--- src/rtl/crc_pkg.sv ---
// Shared types and defaults for the serial CRC-8 accumulator.
package crc_pkg;

  localparam int unsigned CRC_W = 8;

  localparam logic [CRC_W-1:0] CRC_POLY_DEF = 8'h07;
  localparam logic [CRC_W-1:0] CRC_INIT_DEF = 8'h00;

  typedef enum logic [1:0] {
    IDLE  = 2'd0,
    SHIFT = 2'd1,
    DONE  = 2'd2
  } state_e;

endpackage

--- src/rtl/crc8_step.sv ---
// Combinational one-bit CRC-8 update: one feedback XOR plus one XOR per set POLY bit.
module crc8_step
  import crc_pkg::*;
#(
  parameter logic [CRC_W-1:0] POLY = CRC_POLY_DEF
) (
  input  logic [CRC_W-1:0] crc_i,
  input  logic             bit_i,
  output logic [CRC_W-1:0] crc_next_o
);

  logic             fb;
  logic [CRC_W-1:0] shifted;

  assign fb      = crc_i[CRC_W-1] ^ bit_i;
  assign shifted = {crc_i[CRC_W-2:0], 1'b0};

  // Only taps with a set polynomial bit get an XOR; the rest are plain wires.
  for (genvar g = 0; g < CRC_W; g++) begin : g_tap
    if (POLY[g]) begin : g_xor
      assign crc_next_o[g] = shifted[g] ^ fb;
    end else begin : g_wire
      assign crc_next_o[g] = shifted[g];
    end
  end

endmodule

--- src/rtl/crc8_serial_accumulator.sv ---
// Serial CRC-8 accumulator, MSB first, with one-cycle done pulse after FRAME_LEN bits.
// Optional: define CRC_FINAL_XOR_EN to present the remainder inverted on the crc port.
module crc8_serial_accumulator
  import crc_pkg::*;
#(
  parameter int unsigned      FRAME_LEN = 8,
  parameter logic [CRC_W-1:0] POLY      = CRC_POLY_DEF,
  parameter logic [CRC_W-1:0] INIT      = CRC_INIT_DEF
) (
  input  logic             clk,
  input  logic             rst,
  input  logic             start,
  input  logic             bit_in,
  input  logic             bit_valid,
  output logic             busy,
  output logic             done,
  output logic [CRC_W-1:0] crc
);

  localparam logic [7:0] LAST_CNT = 8'(FRAME_LEN - 1);

  state_e           state_q, state_d;
  logic [CRC_W-1:0] crc_q, crc_d;
  logic [7:0]       cnt_q, cnt_d;
  logic [CRC_W-1:0] crc_step;

  crc8_step #(
    .POLY(POLY)
  ) u_step (
    .crc_i     (crc_q),
    .bit_i     (bit_in),
    .crc_next_o(crc_step)
  );

  always_ff @(posedge clk) begin
    if (rst) begin
      state_q <= IDLE;
      crc_q   <= '0;
      cnt_q   <= '0;
    end else begin
      state_q <= state_d;
      crc_q   <= crc_d;
      cnt_q   <= cnt_d;
    end
  end

  always_comb begin
    state_d = state_q;
    crc_d   = crc_q;
    cnt_d   = cnt_q;
    unique case (state_q)
      IDLE: begin
        if (start) begin
          crc_d   = INIT;
          cnt_d   = '0;
          state_d = SHIFT;
        end
      end
      SHIFT: begin
        if (bit_valid) begin
          crc_d = crc_step;
          cnt_d = cnt_q + 8'd1;
          if (cnt_q == LAST_CNT) begin
            state_d = DONE;
          end
        end
      end
      DONE: begin
        state_d = IDLE;
      end
      default: begin
        state_d = IDLE;
      end
    endcase
  end

  always_comb begin
    busy = (state_q != IDLE);
    done = (state_q == DONE);
  end

`ifdef CRC_FINAL_XOR_EN
  assign crc = crc_q ^ '1;
`else
  assign crc = crc_q;
`endif

endmodule

--- config.mk ---
export PLATFORM = sky130hd
export DESIGN_NAME = crc8_serial_accumulator
export DESIGN_NICKNAME = d
export VERILOG_FILES = /design/src/rtl/crc_pkg.sv /design/src/rtl/crc8_step.sv /design/src/rtl/crc8_serial_accumulator.sv
export SDC_FILE = /design/constraint.sdc
export NUM_CORES = 1
export LEC_CHECK = 0
export BUFFER_PORTS_ARGS = -buffer_cell sky130_fd_sc_hd__buf_2
export CAP_MARGIN = 20
export CELL_PAD_IN_SITES_DETAIL_PLACEMENT = 0
export CELL_PAD_IN_SITES_GLOBAL_PLACEMENT = 1
export CORE_MARGIN = 10
export CORE_UTILIZATION = 37
export CTS_CLUSTER_DIAMETER = 120
export DETAILED_ROUTE_END_ITERATION = 10
export GPL_ROUTABILITY_DRIVEN = 0
export PLACE_DENSITY = 0.81
export SLEW_MARGIN = 10
export SYNTH_ARGS = -nofsm -noshare
export SYNTH_HDL_FRONTEND = slang
export SYNTH_HIERARCHICAL = 1
export SYNTH_SLANG_ARGS = --single-unit
--- constraint.sdc ---
create_clock -name clk -period 1.4 [get_ports clk]
set_input_delay 0.21 -clock clk [delete_from_list [all_inputs] [get_ports clk]]
set_output_delay 0.21 -clock clk [all_outputs]
set_load 0.05 [all_outputs]
==> reports/results.txt <==
sum of buffers and inverters on the critical path: 1
clock power share: 33.1%
Final Non-Filler Cells: 126
grt ovf: 0
Post-Synthesis Cells: 86
Die Height: 68.90 µm
final worst path period share: 97.98%
post-DP HPWL: 1.318 mm
RSZ-0062 raised after global routing: true
RR Startpoint: state_q[0]$_SDFFE_PP0P_
worst hold path class: in -> reg
Yosys warnings: 6
Compound-Gate Fraction of Synth Area: 20.51%
antenna violations before repair: 0
Post-Synth Adder-Cell Area: 1.414%
Worst Tran Pin Value: 0.3666 ns
Main synth FF type: dfxtp_1
cell area power density: 928.6 mW/mm²
fraction of layout instances using a drive strength above 1: 37.76%
TNS Setup: 0 ns
post-route ant nets: 0
post-synthesis net count: 92
GRT Overall Usage: 8.333%
Clock transition at path regs: 0.10 ns
Rel. slew slack: 75.56%
pin count of the biggest net entering global routing: 16
Synth Register Bits: 18
Yosys top cell area share: 40.74%
post-route minimum period: 1.372 ns
Worst Setup Path Type: reg -> reg
max-cap violation count: 0
async set-reset flop share out of synthesis: 0%
Mean Syn Cell Area: 10.29 µm²
final-report max-slew violation count: 0
fill count: 239
Synth Cell Area: 884.6 µm²
Critical Path RT: 1.63 ns
FMAX: 729.0 MHz
First-pass DRT Iterations: 4
# diodes: 0
CTS tree: done
Synth Area in Simple Gates: 19.24%
vias per cell: 5.532
crit-path cells: mux2i_1 -> buf_4 -> or4_4 -> a21oi_2
area taken by multi-input logic gates: 459.2 µm²
Die X: 68.90 µm
vias in the first global route: 647
XOR/XNOR share of the synthesized area: 6.365%
worst skew pair latency: 0.29 ns
# DRC: 0
largest area contributor in the netlist: dfxtp_1
cell at the slowest stage of the critical path: or4_4
CP Capture Type: flop
Distinct cells, synth: 33
Reg area: 370.4 µm²
H-tree Lvls: 1
crit-path max cell delay: 0.51 ns
Seq/Total Area, Yosys: 40.74%
Post-Place Cells: 120
r2r endpoint: cnt_q[6]$_SDFFE_PP0P_
Synth area leaders: dfxtp_1 (41%), a22o_1 (8.9%), xor3_1 (5.4%)
initial core utilization: 39.23%
Crit Path Max Fanout: 11
Internal Pwr Total: 0.0007251 W
Die ar.: 0.004747 mm²
Psw: 0.0002264 W
Reg2Reg Depth: 4
buffers added on ports: 14
crit path from: state_q[0]$_SDFFE_PP0P_
Final setup viols: 0
CP top delay family: simple AND/OR/NAND/NOR gates
Flop pwr share: 55.2%
Logic pwr share: 11.7%
CTS max path bufs: 2
Util after Layout: 45.45%
CP Launch Type: flop
# nets final: 105
Clock Skew: 0.003935 ns
global-route wire length before repair: 3.091 mm
hold_sp: rst
main combinational cell family by area after synthesis: compound AO/OA/AOI/OAI gates
worst hold endpoint: cnt_q[0]$_SDFFE_PP0P_
status: finished, final reports clean
Iter 0 DRT Violations: 30
Layout area overhead: 15.84%
Worst Path Arrival: 1.60 ns
CTS Sinks: 18
via count: 697
mux cell area share after synthesis: 2.263%
hold-critical path depth: 2
clk root buf: clkbuf_4
total routed wirelength: 1.814 mm
switching share of power: 23.80%
Core Area: 0.002255 mm²
EDFF count, synth: 0
worst IR drop on VDD: 0.8044 mV
Avg WL per Cell: 14.40 µm
leakage power: 0.4036 nW
FP Rows: 17
Ports: 15
reg2reg setup slack: 0.03 ns
CTS Buf Count: 3
final hold vios: 0
cell usage after synthesis, drive strengths merged (3+ instances only):
cell   count
dfxtp     18
a21oi      6
buf        9
or4        6
a22o       9
o21ai      3
o31ai      5
state kept, by name, summed over array words and instances (netlist names):
register / count
cnt_q: 8
state_q: 2
crc: 8
metrics by stage:
step           area [µm²]  power (W)  setup slack [ns]  hold slack [ns]
6_report             1025  0.0009515           0.02825           0.1309
3_5_place_dp        935.9  0.0006365          -0.01874           0.4471
4_1_cts             984.7  0.0009593           0.01307           0.1278
2_1_floorplan       888.4  0.0006180           0.01402           0.2791
5_1_grt              1025   0.001006          -0.01485           0.1283
3_3_place_gp        935.9  0.0006341           0.01019           0.4494
cell usage in the layout, fill, tap and decap left out, types with 2 or more instances in the layout:
cell type	count
a21oi_1	4
a21oi_2	2
a22o_1	9
buf_2	12
buf_4	6
clkbuf_4	3
dfxtp_1	14
dfxtp_2	2
dfxtp_4	2
mux2i_1	2
nand3_1	2
nand3b_1	2
nor2_1	2
o21ai_0	3
o31ai_1	5
or3b_2	2
or4_1	4
or4_4	2
xor3_1	2
cell type report:
type	instances	share of cell area, %
clock buffer	4	3.541
inverter	1	0.3663
multi-input combinational	56	44.81
sequential	18	36.14
tap	28	3.419
timing repair buffer	19	11.72
worst max-delay path by stage:
stage / to / slack [ns] / depth (start not counted)
6_report: cnt_q[6]$_SDFFE_PP0P_ / 0.03 / 4
5_1_grt: cnt_q[6]$_SDFFE_PP0P_ / -0.01 / 4
4_1_cts: cnt_q[6]$_SDFFE_PP0P_ / 0.01 / 4
3_5_place_dp: cnt_q[6]$_SDFFE_PP0P_ / -0.02 / 3
3_3_place_gp: cnt_q[7]$_SDFFE_PP0P_ / 0.01 / 3
2_1_floorplan: cnt_q[6]$_SDFFE_PP0P_ / 0.01 / 5
what timing repair did:
item	CTS	global route
pin swaps	0	2
endpoints found under the setup margin	6	7
setup buffers	0	3
cloned	0	0
hold buffers	0	0
resized for setup	8	5
worst reg2reg max path, delay by kind of cell (launching register included):
family | cells | cell delay [ns]
buffers and inverters | 1 | 0.17
and+or+nand+nor | 1 | 0.51
AOI/OAI and AO/OA | 1 | 0.13
muxes | 1 | 0.12
DFF | 1 | 0.38
layer usage:
metal  wire [µm]  global-route usage [%]
met5           0                       0
met4          19                   2.217
met3         109                   3.865
met2         837                   13.24
met1         847                   9.898
cells by family after synthesis:
kind of cell,Yosys count
buf+inv,12
mux,2
fa+ha+maj,1
simple gates,25
compound gates,25
xor+xnor,3
flops,18
power groups by stage:
stage / sequential, W / clock, W / combinational, W
detailed placement: 0.000539 / 0 / 0.0000979
global placement: 0.000538 / 0 / 0.0000960
global route: 0.000527 / 0.000358 / 0.000121
floorplan: 0.000547 / 0 / 0.0000710
CTS: 0.000528 / 0.000331 / 0.000101
finish: 0.000525 / 0.000315 / 0.000111
Power figures use the tool's default switching activity.
